### config.mk
export PLATFORM = sky130hd
export DESIGN_NAME = jtvigil_snd_latch_flat
export DESIGN_NICKNAME = d
export VERILOG_FILES = /design/src/rtl/jtvigil_snd_latch_if.sv /design/src/rtl/jtvigil_snd_latch.sv /design/src/flat_wrapper.sv
export SDC_FILE = /design/constraint.sdc
export NUM_CORES = 1
export LEC_CHECK = 0
export ABC_CLOCK_PERIOD_IN_PS = 1350
export BUFFER_PORTS_ARGS = -buffer_cell sky130_fd_sc_hd__buf_2
export CORE_MARGIN = 4
export CORE_UTILIZATION = 43
export DETAILED_ROUTE_END_ITERATION = 10
export PLACE_DENSITY_LB_ADDON = 0.25
export SLEW_MARGIN = 20
export SYNTH_ARGS = -nofsm -noshare
export SYNTH_HDL_FRONTEND = slang
export SYNTH_SLANG_ARGS = --single-unit
### constraint.sdc
create_clock -name clk -period 1.35 [get_ports clk]
set_input_delay 0.3375 -clock clk [delete_from_list [all_inputs] [get_ports clk]]
set_output_delay 0.3375 -clock clk [all_outputs]
set_load 0.03 [all_outputs]
### src/rtl/jtvigil_snd_latch_if.sv
// rtl/jtvigil_snd_latch_if.sv - main-to-sound command latch bus bundle
interface jtvigil_snd_latch_if;
  logic       main_latch_cs;
  logic [7:0] main_dout;
  logic       snd_rd_cs;
  logic       snd_ack_cs;
  logic       ym_irq_n;
  logic [7:0] snd_latch;
  logic       snd_int_n;
  logic [7:0] snd_int_vec;
  logic       pending;
  logic       overrun;

  modport master (
    output main_latch_cs, main_dout, snd_rd_cs, snd_ack_cs, ym_irq_n,
    input  snd_latch, snd_int_n, snd_int_vec, pending, overrun
  );

  modport slave (
    input  main_latch_cs, main_dout, snd_rd_cs, snd_ack_cs, ym_irq_n,
    output snd_latch, snd_int_n, snd_int_vec, pending, overrun
  );
endinterface

### src/rtl/jtvigil_snd_latch.sv
// rtl/jtvigil_snd_latch.sv - sound-side command latch with merged Z80 IRQ/RST vector (FIFO option: JTVIGIL_LATCH_FIFO_EN)
module jtvigil_snd_latch #(
  parameter int ACK_ON_RD = 1,
  parameter int FIFO_AW   = 2
) (
  input  logic                clk,
  input  logic                rst_n,
  jtvigil_snd_latch_if.slave  bus
);

  logic       wr_cs_q, rd_cs_q, ack_cs_q;
  logic       ym_s1_q, ym_s_q;
  logic       wr_ev, ack_ev;
  logic       overrun_q, overrun_d;
  logic       pending_w;
  logic [7:0] latch_w;
  logic       int_n_q, int_n_d;
  logic [7:0] vec_q, vec_d;

  // One-cycle-delayed copies of the strobes so each assertion makes one event
  always_ff @(posedge clk or negedge rst_n) begin
    if (!rst_n) begin
      wr_cs_q  <= 1'b0;
      rd_cs_q  <= 1'b0;
      ack_cs_q <= 1'b0;
    end else begin
      wr_cs_q  <= bus.main_latch_cs;
      rd_cs_q  <= bus.snd_rd_cs;
      ack_cs_q <= bus.snd_ack_cs;
    end
  end

  assign wr_ev  = bus.main_latch_cs & ~wr_cs_q;
  assign ack_ev = (bus.snd_ack_cs & ~ack_cs_q) |
                  ((ACK_ON_RD != 0) & bus.snd_rd_cs & ~rd_cs_q);

  // YM2151 IRQ comes from another timing domain; two flops before use
  always_ff @(posedge clk or negedge rst_n) begin
    if (!rst_n) begin
      ym_s1_q <= 1'b1;
      ym_s_q  <= 1'b1;
    end else begin
      ym_s1_q <= bus.ym_irq_n;
      ym_s_q  <= ym_s1_q;
    end
  end

`ifndef JTVIGIL_LATCH_FIFO_EN
  logic [7:0] latch_q, latch_d;
  logic       pending_q, pending_d;

  // FIFO_AW has no effect in the single-register build
  if (FIFO_AW < 1) begin : g_fifo_aw_ignored
  end

  // A write always wins; it only counts as lost data if nobody acked it this cycle
  always_comb begin
    latch_d   = latch_q;
    pending_d = pending_q;
    overrun_d = overrun_q;
    if (wr_ev) begin
      latch_d   = bus.main_dout;
      pending_d = 1'b1;
      if (pending_q && !ack_ev) overrun_d = 1'b1;
    end else if (ack_ev) begin
      pending_d = 1'b0;
    end
  end

  // Single latch register state
  always_ff @(posedge clk or negedge rst_n) begin
    if (!rst_n) begin
      latch_q   <= 8'h00;
      pending_q <= 1'b0;
      overrun_q <= 1'b0;
    end else begin
      latch_q   <= latch_d;
      pending_q <= pending_d;
      overrun_q <= overrun_d;
    end
  end

  assign latch_w   = latch_q;
  assign pending_w = pending_q;
`else
  localparam int DEPTH = 1 << FIFO_AW;

  logic [7:0]         mem_q [DEPTH];
  logic [FIFO_AW-1:0] wr_ptr_q, wr_ptr_d, rd_ptr_q, rd_ptr_d;
  logic [FIFO_AW:0]   count_q, count_d;
  logic [7:0]         last_q, last_d;
  logic               empty, full, push, pop;

  assign empty = (count_q == '0);
  assign full  = (count_q == DEPTH[FIFO_AW:0]);
  assign pop   = ack_ev & ~empty;
  // A simultaneous pop frees a slot, so a write into a full FIFO still lands
  assign push  = wr_ev & (~full | pop);

  // Pointer/count bookkeeping; pointers wrap naturally at FIFO_AW bits
  always_comb begin
    wr_ptr_d  = wr_ptr_q;
    rd_ptr_d  = rd_ptr_q;
    count_d   = count_q;
    last_d    = last_q;
    overrun_d = overrun_q;
    if (push) wr_ptr_d = wr_ptr_q + 1'b1;
    if (pop) begin
      rd_ptr_d = rd_ptr_q + 1'b1;
      last_d   = mem_q[rd_ptr_q];
    end
    if (push && !pop)      count_d = count_q + 1'b1;
    else if (pop && !push) count_d = count_q - 1'b1;
    if (wr_ev && !push)    overrun_d = 1'b1;
  end

  // FIFO storage and control registers; reset also flushes queued data
  always_ff @(posedge clk or negedge rst_n) begin
    if (!rst_n) begin
      for (int i = 0; i < DEPTH; i++) mem_q[i] <= 8'h00;
      wr_ptr_q  <= '0;
      rd_ptr_q  <= '0;
      count_q   <= '0;
      last_q    <= 8'h00;
      overrun_q <= 1'b0;
    end else begin
      if (push) mem_q[wr_ptr_q] <= bus.main_dout;
      wr_ptr_q  <= wr_ptr_d;
      rd_ptr_q  <= rd_ptr_d;
      count_q   <= count_d;
      last_q    <= last_d;
      overrun_q <= overrun_d;
    end
  end

  // When drained, the CPU keeps seeing the byte it last consumed
  assign latch_w   = empty ? last_q : mem_q[rd_ptr_q];
  assign pending_w = ~empty;
`endif

  // Merge latch and YM requests into one level INT and an RST 18h/28h vector
  always_comb begin
    vec_d = 8'hFF;
    if (pending_w) vec_d[5] = 1'b0;
    if (!ym_s_q)   vec_d[4] = 1'b0;
    int_n_d = ~(pending_w | ~ym_s_q);
  end

  // Interrupt line and vector move together
  always_ff @(posedge clk or negedge rst_n) begin
    if (!rst_n) begin
      int_n_q <= 1'b1;
      vec_q   <= 8'hFF;
    end else begin
      int_n_q <= int_n_d;
      vec_q   <= vec_d;
    end
  end

  assign bus.snd_latch   = latch_w;
  assign bus.pending     = pending_w;
  assign bus.overrun     = overrun_q;
  assign bus.snd_int_n   = int_n_q;
  assign bus.snd_int_vec = vec_q;

endmodule

### src/flat_wrapper.sv
// flat-port wrapper written by rule: the top's interface ports become plain ports
module jtvigil_snd_latch_flat 
#(
  parameter int ACK_ON_RD = 1,
  parameter int FIFO_AW   = 2
)
  (clk, rst_n, bus_main_latch_cs, bus_main_dout, bus_snd_rd_cs, bus_snd_ack_cs, bus_ym_irq_n, bus_snd_latch, bus_snd_int_n, bus_snd_int_vec, bus_pending, bus_overrun);
  jtvigil_snd_latch_if bus_i ();
  input  logic clk;
  input  logic rst_n;
  input wire logic [$bits(bus_i.main_latch_cs)-1:0] bus_main_latch_cs;
  input wire logic [$bits(bus_i.main_dout)-1:0] bus_main_dout;
  input wire logic [$bits(bus_i.snd_rd_cs)-1:0] bus_snd_rd_cs;
  input wire logic [$bits(bus_i.snd_ack_cs)-1:0] bus_snd_ack_cs;
  input wire logic [$bits(bus_i.ym_irq_n)-1:0] bus_ym_irq_n;
  output wire logic [$bits(bus_i.snd_latch)-1:0] bus_snd_latch;
  output wire logic [$bits(bus_i.snd_int_n)-1:0] bus_snd_int_n;
  output wire logic [$bits(bus_i.snd_int_vec)-1:0] bus_snd_int_vec;
  output wire logic [$bits(bus_i.pending)-1:0] bus_pending;
  output wire logic [$bits(bus_i.overrun)-1:0] bus_overrun;
  assign bus_i.main_latch_cs = bus_main_latch_cs;
  assign bus_i.main_dout = bus_main_dout;
  assign bus_i.snd_rd_cs = bus_snd_rd_cs;
  assign bus_i.snd_ack_cs = bus_snd_ack_cs;
  assign bus_i.ym_irq_n = bus_ym_irq_n;
  assign bus_snd_latch = bus_i.snd_latch;
  assign bus_snd_int_n = bus_i.snd_int_n;
  assign bus_snd_int_vec = bus_i.snd_int_vec;
  assign bus_pending = bus_i.pending;
  assign bus_overrun = bus_i.overrun;
  jtvigil_snd_latch #(.ACK_ON_RD(ACK_ON_RD), .FIFO_AW(FIFO_AW)) u_core (.clk(clk), .rst_n(rst_n), .bus(bus_i));
endmodule
==> impl_metrics.json, run 1 <==
{
  "grt_overflow_total": 0,
  "reg2reg_to": "u_core.bus.snd_latch[3]",
  "status": "completed",
  "die_w_um": 48.4,
  "ff_latch_area_sq_um": 457,
  "fin_hold_ws_ns": 0.139,
  "rr_startpoint": "u_core.wr_cs_q",
  "gp_congestion": 0.669,
  "ys_top_cells_by_area": "dfrtp_1 (46%), dfstp_2 (19%), mux2_4 (17%)",
  "final_layout_size_suffix_gt1_frac": 0.648,
  "setup_tns_ns": 0,
  "report.power.total_uw": 1240,
  "skew_ns": 0.00566,
  "drc": 0,
  "vdd_drop_max_v": 0.000735,
  "netSwitchingFraction": 0.290,
  "r2r_cells": 2,
  "cts_tree": "built",
  "finalCritPeriodShare": 0.961,
  "fin_crit_ns": 1.30,
  "setup_slack_ns": 0.0527,
  "cp_num_buf_inv": 1,
  "start_util": 0.460,
  "drt_iter0_markers": 3,
  "clk_pin_slew_worst_paths_ns": 0.10,
  "yosysSeqAreaShare": 0.652,
  "post_cts_buffers": 0,
  "post-place-ws_ns": 0.118,
  "drv_slew": 0,
  "synth_top_area_cell": "dfrtp_1",
  "startpoint": "u_core.bus.snd_int_vec[4]",
  "synth_warnings": 0,
  "crit_path_start_kind": "register",
  "critPathTopFamily": "flip-flops",
  "end_kind": "output pin",
  "power_density_nw_per_um2": 1430,
  "grt_pass1_wl_um": 1810,
  "syn-instance-count": 41,
  "netSwitchingPower_uw": 359,
  "die_h_um": 48.4,
  "final_nets": 86,
  "cts_made_buffers": 3,
  "grt_pass1_vias": 384,
  "num_rows": 14,
  "criticalPathCategory": "register to output pin",
  "multi_input_area_sq_um": 194,
  "grtUsageTotal": 0.101,
  "hold_viol_final": 0,
  "cp_max_fo": 1,
  "crit_slowest_cell": "dfstp_2",
  "hold-path-cell-count": 1,
  "cts_buffer_depth": 2,
  "clockPowerShare": 0.256,
  "sequentialPowerShare": 0.510,
  "wl_per_cell_um": 12.7,
  "worstPathRequired_ns": 1.01,
  "cts_root_buffer": "clkbuf_4",
  "core_sq_um": 1520,
  "maxCapViolations": 0,
  "ant_nets": 0,
  "clock-sinks": 18,
  "cts_max_level": 1,
  "synthToLayoutAreaGrowth_pct": 23.6,
  "grt_max_degree": 19,
  "ys_types": 12,
  "p_leak_uw": 0.000441,
  "arrival_ns": 0.96,
  "num_antenna_cells": 0,
  "fmax_ghz": 0.771,
  "boundaryPins": 33,
  "die_area_sq_um": 2340,
  "dp.cells": 82,
  "route.vias.total": 385,
  "synth_area_sq_um": 701,
  "vias_per_cell": 4.43,
  "timing.reg2reg.setup_slack_ns": 0.17,
  "finalSetupViolCount": 0,
  "p_int_uw": 879,
  "endpoint": "bus_snd_int_vec[4]",
  "worst-path-stages": 1,
  "antenna_found_initial": 0,
  "synth_top_area_frac": 0.464,
  "fill_cells": 123,
  "cpPeakStageDelay_ns": 0.53,
  "path_cells": "buf_4",
  "wirelength_um": 1110,
  "first_pass_iters": 2,
  "synth_area_per_cell_sq_um": 17.1,
  "io_buffer_count": 26,
  "rsz0062_at_grt": "false",
  "power_frac_comb": 0.234,
  "hold_path_class": "input port to register",
  "fin_cells": 87,
  "synth-seq-cells": 18,
  "clock_latency_ns": 0.28
}
[worst min-delay path by stage]
stage | start | endpoint | slack, ns
global placement | rst_n | u_core.bus.snd_latch[5] | 0.28
CTS | bus_ym_irq_n | u_core.ym_s1_q | 0.13
global route | bus_ym_irq_n | u_core.ym_s1_q | 0.13
floorplan | rst_n | u_core.ack_cs_q | 0.04
finish | bus_ym_irq_n | u_core.ym_s1_q | 0.14
detailed placement | rst_n | u_core.bus.snd_latch[0] | 0.28
[layout by cell type (no fill, tap or decap)]
cell           count
a41o_1             1
a31o_2             1
mux2_4             8
inv_1              1
buf_4              4
nor2b_4            1
dfrtp_1           13
conb_1             6
dfstp_2            5
clkbuf_4           3
nor2b_1            1
dlygate4sd3_1      1
clkbuf_8           1
nand2b_1           2
buf_2             23
[routing by layer]
| layer | routed length (um) | share of wire | GRT usage |
|---|---|---|---|
| met4 | 9 | 0.0081 | 0.0553 |
| met3 | 138 | 0.12 | 0.0460 |
| met5 | 0 | 0 | 0 |
| met1 | 503 | 0.46 | 0.122 |
| met2 | 453 | 0.41 | 0.148 |
[power by group through the flow]
stage | logic, uW | registers [uW] | clock network (uW)
finish | 290 | 631 | 317
floorplan | 115 | 739 | 0
global route | 306 | 640 | 349
global placement | 282 | 641 | 0
detailed placement | 285 | 641 | 0
CTS | 290 | 631 | 331
[cells in the mapped netlist]
| cell | n |
|---|---|
| a41o_1 | 1 |
| buf_12 | 1 |
| nor2b_1 | 1 |
| conb_1 | 1 |
| inv_1 | 1 |
| dfstp_2 | 5 |
| a31o_2 | 1 |
| dfrtp_1 | 13 |
| nor2b_4 | 1 |
| nand2b_1 | 2 |
| buf_4 | 6 |
| mux2_4 | 8 |
[registers in the layout, summed over array words and instances (netlist names)]
signal                  cells
u_core.ack_cs_q             1
u_core.rd_cs_q              1
u_core.wr_cs_q              1
u_core.ym_s1_q              1
u_core.bus.snd_latch        8
u_core.bus.snd_int_n        1
u_core.bus.overrun          1
u_core.bus.snd_int_vec      2
u_core.ym_s_q               1
u_core.bus.pending          1
[kinds of logic after synthesis]
| group | after synthesis | share of synthesized area |
|---|---|---|
| AO/OA/AOI/OAI | 2 | 0.0268 |
| multiplexers | 8 | 0.171 |
| flip-flops | 18 | 0.652 |
| AND/OR/NAND/NOR | 4 | 0.0464 |
| buffers and inverters | 8 | 0.0982 |
| other | 1 | 0.00535 |
[cell type report]
class                      count  area share
inverter                       1     0.00434
clock buffer                   4      0.0419
tap                           16      0.0231
timing repair buffer          28       0.179
sequential                    18       0.527
multi-input combinational     20       0.224
[through the flow]
step	cell area, sq um	util
floorplan	719	-
global placement	812	0.533
detailed placement	812	0.533
CTS	861	0.565
global route	866	0.568
finish	866	0.568
[what timing repair did]
action | in CTS | in global routing
hold buffers | 1 | 0
endpoints found under the setup margin | 1 | 2
gates resized for setup | 1 | 4
hold endpoints to repair | 13 | 0
Power figures use the tool's default switching activity.
==> run 2, diff against run 1 <==
REMOVE_ABC_BUFFERS = 1   (was not set)
==> impl_metrics.json, run 2 (synthesis gave the netlist of run 1 again) <==
{
  "status": "completed",
  "antenna_found_initial": 0,
  "finalCritPeriodShare": 0.957,
  "hold_viol_final": 0,
  "post-place-ws_ns": 0.102,
  "crit_slowest_cell": "dfstp_2",
  "end_kind": "output pin",
  "io_buffer_count": 26,
  "grtUsageTotal": 0.113,
  "fill_cells": 128,
  "wl_per_cell_um": 13.8,
  "ant_nets": 0,
  "setup_tns_ns": 0,
  "wirelength_um": 1200,
  "crit_path_start_kind": "register",
  "maxCapViolations": 0,
  "criticalPathCategory": "register to output pin",
  "route.vias.total": 383,
  "final_layout_size_suffix_gt1_frac": 0.634,
  "num_rows": 14,
  "finalSetupViolCount": 0,
  "critPathTopFamily": "flip-flops",
  "clock-sinks": 18,
  "drv_slew": 0,
  "cts_made_buffers": 3,
  "vdd_drop_max_v": 0.000734,
  "largest_reg_flops": 8,
  "grt_overflow_total": 0,
  "utilization": 0.562,
  "cp_max_fo": 1,
  "cts_tree": "built",
  "path_cells": "buf_4",
  "cts_buffer_depth": 2,
  "grt_max_degree": 19,
  "vias_per_cell": 4.40,
  "hold_path_class": "input port to register",
  "final_area_sq_um": 856,
  "cts_root_buffer": "clkbuf_4",
  "boundaryPins": 33,
  "final_cell_mix": "buf_2 (23), dfrtp_1 (13), mux2_4 (8)",
  "report.power.total_uw": 1190,
  "final_common_cell": "buf_2",
  "gp_congestion": 0.699,
  "grt_pass1_vias": 428,
  "cpPeakStageDelay_ns": 0.53,
  "start_util": 0.460,
  "worstPathRequired_ns": 1.01,
  "setup_slack_ns": 0.0583,
  "cts_max_level": 1,
  "die_w_um": 48.4,
  "skew_ns": 0.00461,
  "first_pass_iters": 1,
  "p_leak_uw": 0.000435,
  "drc": 0,
  "fin_crit_ns": 1.29,
  "hpwlAfterDp_um": 905,
  "cp_num_buf_inv": 1,
  "final_nets": 86,
  "arrival_ns": 0.95,
  "die_h_um": 48.4,
  "clk_pin_slew_worst_paths_ns": 0.10,
  "placedInstanceArea_sq_um": 812,
  "grt_pass1_wl_um": 2010,
  "core_sq_um": 1520,
  "clock_latency_ns": 0.28,
  "drt_iter0_markers": 0,
  "fmax_ghz": 0.774,
  "die_area_sq_um": 2340,
  "synthToLayoutAreaGrowth_pct": 22.1,
  "power_density_nw_per_um2": 1390,
  "num_antenna_cells": 0,
  "post_cts_buffers": 0
}
==> run 2: final cells by class <==
class | count | area, sq um | share of cell area
tap | 16 | 20.0 | 0.0234
multi-input combinational | 20 | 194 | 0.227
timing repair buffer | 28 | 155 | 0.181
clock buffer | 4 | 26.3 | 0.0307
inverter | 1 | 3.75 | 0.00439
sequential | 18 | 457 | 0.534
==> run 2: stage by stage <==
| step | hold slack (ns) | cells |
|---|---|---|
| 2_1_floorplan | 0.0419 | 39 |
| 3_3_place_gp | 0.279 | 82 |
| 3_5_place_dp | 0.283 | 82 |
| 4_1_cts | 0.131 | 87 |
| 5_1_grt | 0.115 | 87 |
| 6_report | 0.140 | 87 |
==> run 2: power breakdown <==
part           internal, uW  switching [uW]  total [uW]
sequential              602            29.8         632
clock                   115             155         269
combinational           113             179         292
total                   830             364        1190
==> run 2: timing repair <==
item	4_1_cts	5_1_grt
hold buffers	1	0
setup endpoints to repair	0	3
hold endpoints to repair	13	0
resized for setup	0	6
==> run 2: worst paths after layout <==
path	from	endpoint	slack [ns]	depth (start not counted)
max	u_core.bus.snd_int_n	bus_snd_int_n	0.06	1
min	bus_ym_irq_n	u_core.ym_s1_q	0.14	1
max reg2reg	u_core.wr_cs_q	u_core.bus.snd_latch[7]	0.17	2
min reg2reg	u_core.ym_s_q	u_core.bus.snd_int_vec[4]	0.37	0
max in group asynchronous	rst_n	u_core.bus.snd_int_n	0.54	2
min in group asynchronous	rst_n	u_core.bus.snd_latch[7]	0.49	2
==> run 2: per-layer routing <==
metal / part of all wire / up-vias / track usage
met1: 0.44 / 180 / 0.129
met4: 0.0050 / 0 / 0.0553
met5: 0 / - / 0
met2: 0.47 / 17 / 0.180
li1: - / 184 / -
met3: 0.085 / 2 / 0.0460
==> run 3, diff against run 2 <==
PLACE_DENSITY = 0.75   (was not set)
PLACE_DENSITY_LB_ADDON = not set   (was 0.25)
RECOVER_POWER = 25   (was not set)
==> impl_metrics.json, run 3 (synthesis gave the netlist of run 1 again) <==
{
  "status": "completed",
  "die_area_sq_um": 2340,
  "clock_latency_ns": 0.28,
  "finalCritPeriodShare": 0.965,
  "gp_congestion": 0.619,
  "end_kind": "output pin",
  "grt.busiest_layer": "met1",
  "synthToLayoutAreaGrowth_pct": 22.0,
  "utilization": 0.561,
  "final_nets": 85,
  "cts_tree": "built",
  "cts_made_buffers": 3,
  "met1_usage": 0.143,
  "cts_max_level": 1,
  "maxCapViolations": 0,
  "num_rows": 14,
  "p_leak_uw": 0.000428,
  "fill_cells": 130,
  "cp_max_fo": 1,
  "ff_latch_area_sq_um": 457,
  "hold_viol_final": 0,
  "critPathTopFamily": "flip-flops",
  "clk_pin_slew_worst_paths_ns": 0.10,
  "boundaryPins": 33,
  "grt_max_degree": 19,
  "fmax_ghz": 0.768,
  "drc": 0,
  "grt_pass1_vias": 418,
  "final_cell_mix": "buf_2 (19), dfrtp_1 (13), mux2_4 (8)",
  "grt_util_met2": 0.141,
  "antenna_found_initial": 0,
  "cpPeakStageDelay_ns": 0.53,
  "fin_crit_ns": 1.30,
  "clock-sinks": 18,
  "grtUsageTotal": 0.104,
  "finalSetupViolCount": 0,
  "rsz0062_at_grt": "false",
  "drv_slew": 0,
  "ant_nets": 0,
  "cts_root_buffer": "clkbuf_4",
  "vdd_drop_max_v": 0.000856,
  "crit_path_start_kind": "register",
  "grt_use_met3": 0.0399,
  "grt_pass1_wl_um": 1900,
  "route.vias.total": 375,
  "arrival_ns": 0.97,
  "wl_per_cell_um": 12.7,
  "hold_path_class": "input port to register",
  "cp_num_buf_inv": 1,
  "die_h_um": 48.4,
  "core_sq_um": 1520,
  "setup_tns_ns": 0,
  "multi_input_area_sq_um": 194,
  "grt_overflow_total": 0,
  "first_pass_iters": 2,
  "skew_ns": 0.00114,
  "worstPathRequired_ns": 1.01,
  "drt_iter0_markers": 2,
  "start_util": 0.460,
  "largest_reg_flops": 8,
  "final_layout_size_suffix_gt1_frac": 0.600,
  "path_cells": "buf_4",
  "wirelength_um": 1090,
  "hpwlAfterDp_um": 826,
  "criticalPathCategory": "register to output pin",
  "crit_slowest_cell": "dfstp_2",
  "io_buffer_count": 26,
  "vias_per_cell": 4.36,
  "final_common_cell": "buf_2",
  "power_density_nw_per_um2": 1450,
  "num_antenna_cells": 0,
  "cts_buffer_depth": 2,
  "die_w_um": 48.4
}
## run 3: cell types whose count changed in the layout (fill, tap and decap cells not counted)
cell and change:
buf_2 -4, clkbuf_1 +2, buf_4 -1, clkbuf_2 +1, clkbuf_8 +1
## run 3: worst register-to-register path, cell delays in order (launching register included)
cell,delay (ns)
dfrtp_1,0.41
nor2b_4,0.34
mux2_4,0.34
## run 3: cell type report
type,instances,share of cell area
well taps,16,0.0234
inverters,1,0.00439
repair buffers,27,0.168
clock buffers,4,0.0425
flip-flops and latches,18,0.534
multi-input cells,20,0.227
## run 3: per-stage QoR
step	cell area (sq um)	hold slack (ns)	instances	power [uW]	setup WS, ns
CTS	853	0.128	86	1260	0.00433
detailed placement	805	0.281	81	924	0.0932
floorplan	654	0.0419	39	834	0.243
global placement	805	0.268	81	919	0.129
global route	855	0.117	86	1310	0.00219
finish	855	0.138	86	1240	0.0475
## run 3: per-layer routing
layer | vias up | routed length [um]
li1 | 180 | -
met1 | 174 | 494
met2 | 21 | 487
met3 | 0 | 112
met4 | 0 | 0
met5 | - | 0
## run 3: worst paths after layout
path	to	depth (start not counted)	start	slack [ns]
worst max-delay path	bus_snd_int_n	1	u_core.bus.snd_int_n	0.05
worst min-delay path	u_core.ym_s1_q	1	bus_ym_irq_n	0.14
worst max register to register	u_core.bus.snd_latch[6]	2	u_core.wr_cs_q	0.15
worst min register to register	u_core.ym_s_q	0	u_core.ym_s1_q	0.36
max in group asynchronous	u_core.bus.snd_int_n	2	rst_n	0.52
min in group asynchronous	u_core.bus.overrun	2	rst_n	0.50
## run 3: timing repair
item | CTS | global route
setup endpoints to repair | 1 | 2
hold endpoints to repair | 13 | 0
gates resized for setup | 1 | 4
hold buffers | 1 | 0
buffers inserted | 0 | 0
## run 3: where the power goes
part | switching [uW] | internal, uW
Combinational | 176 | 110
Clock | 156 | 164
Sequential | 27.7 | 602
Total | 361 | 876
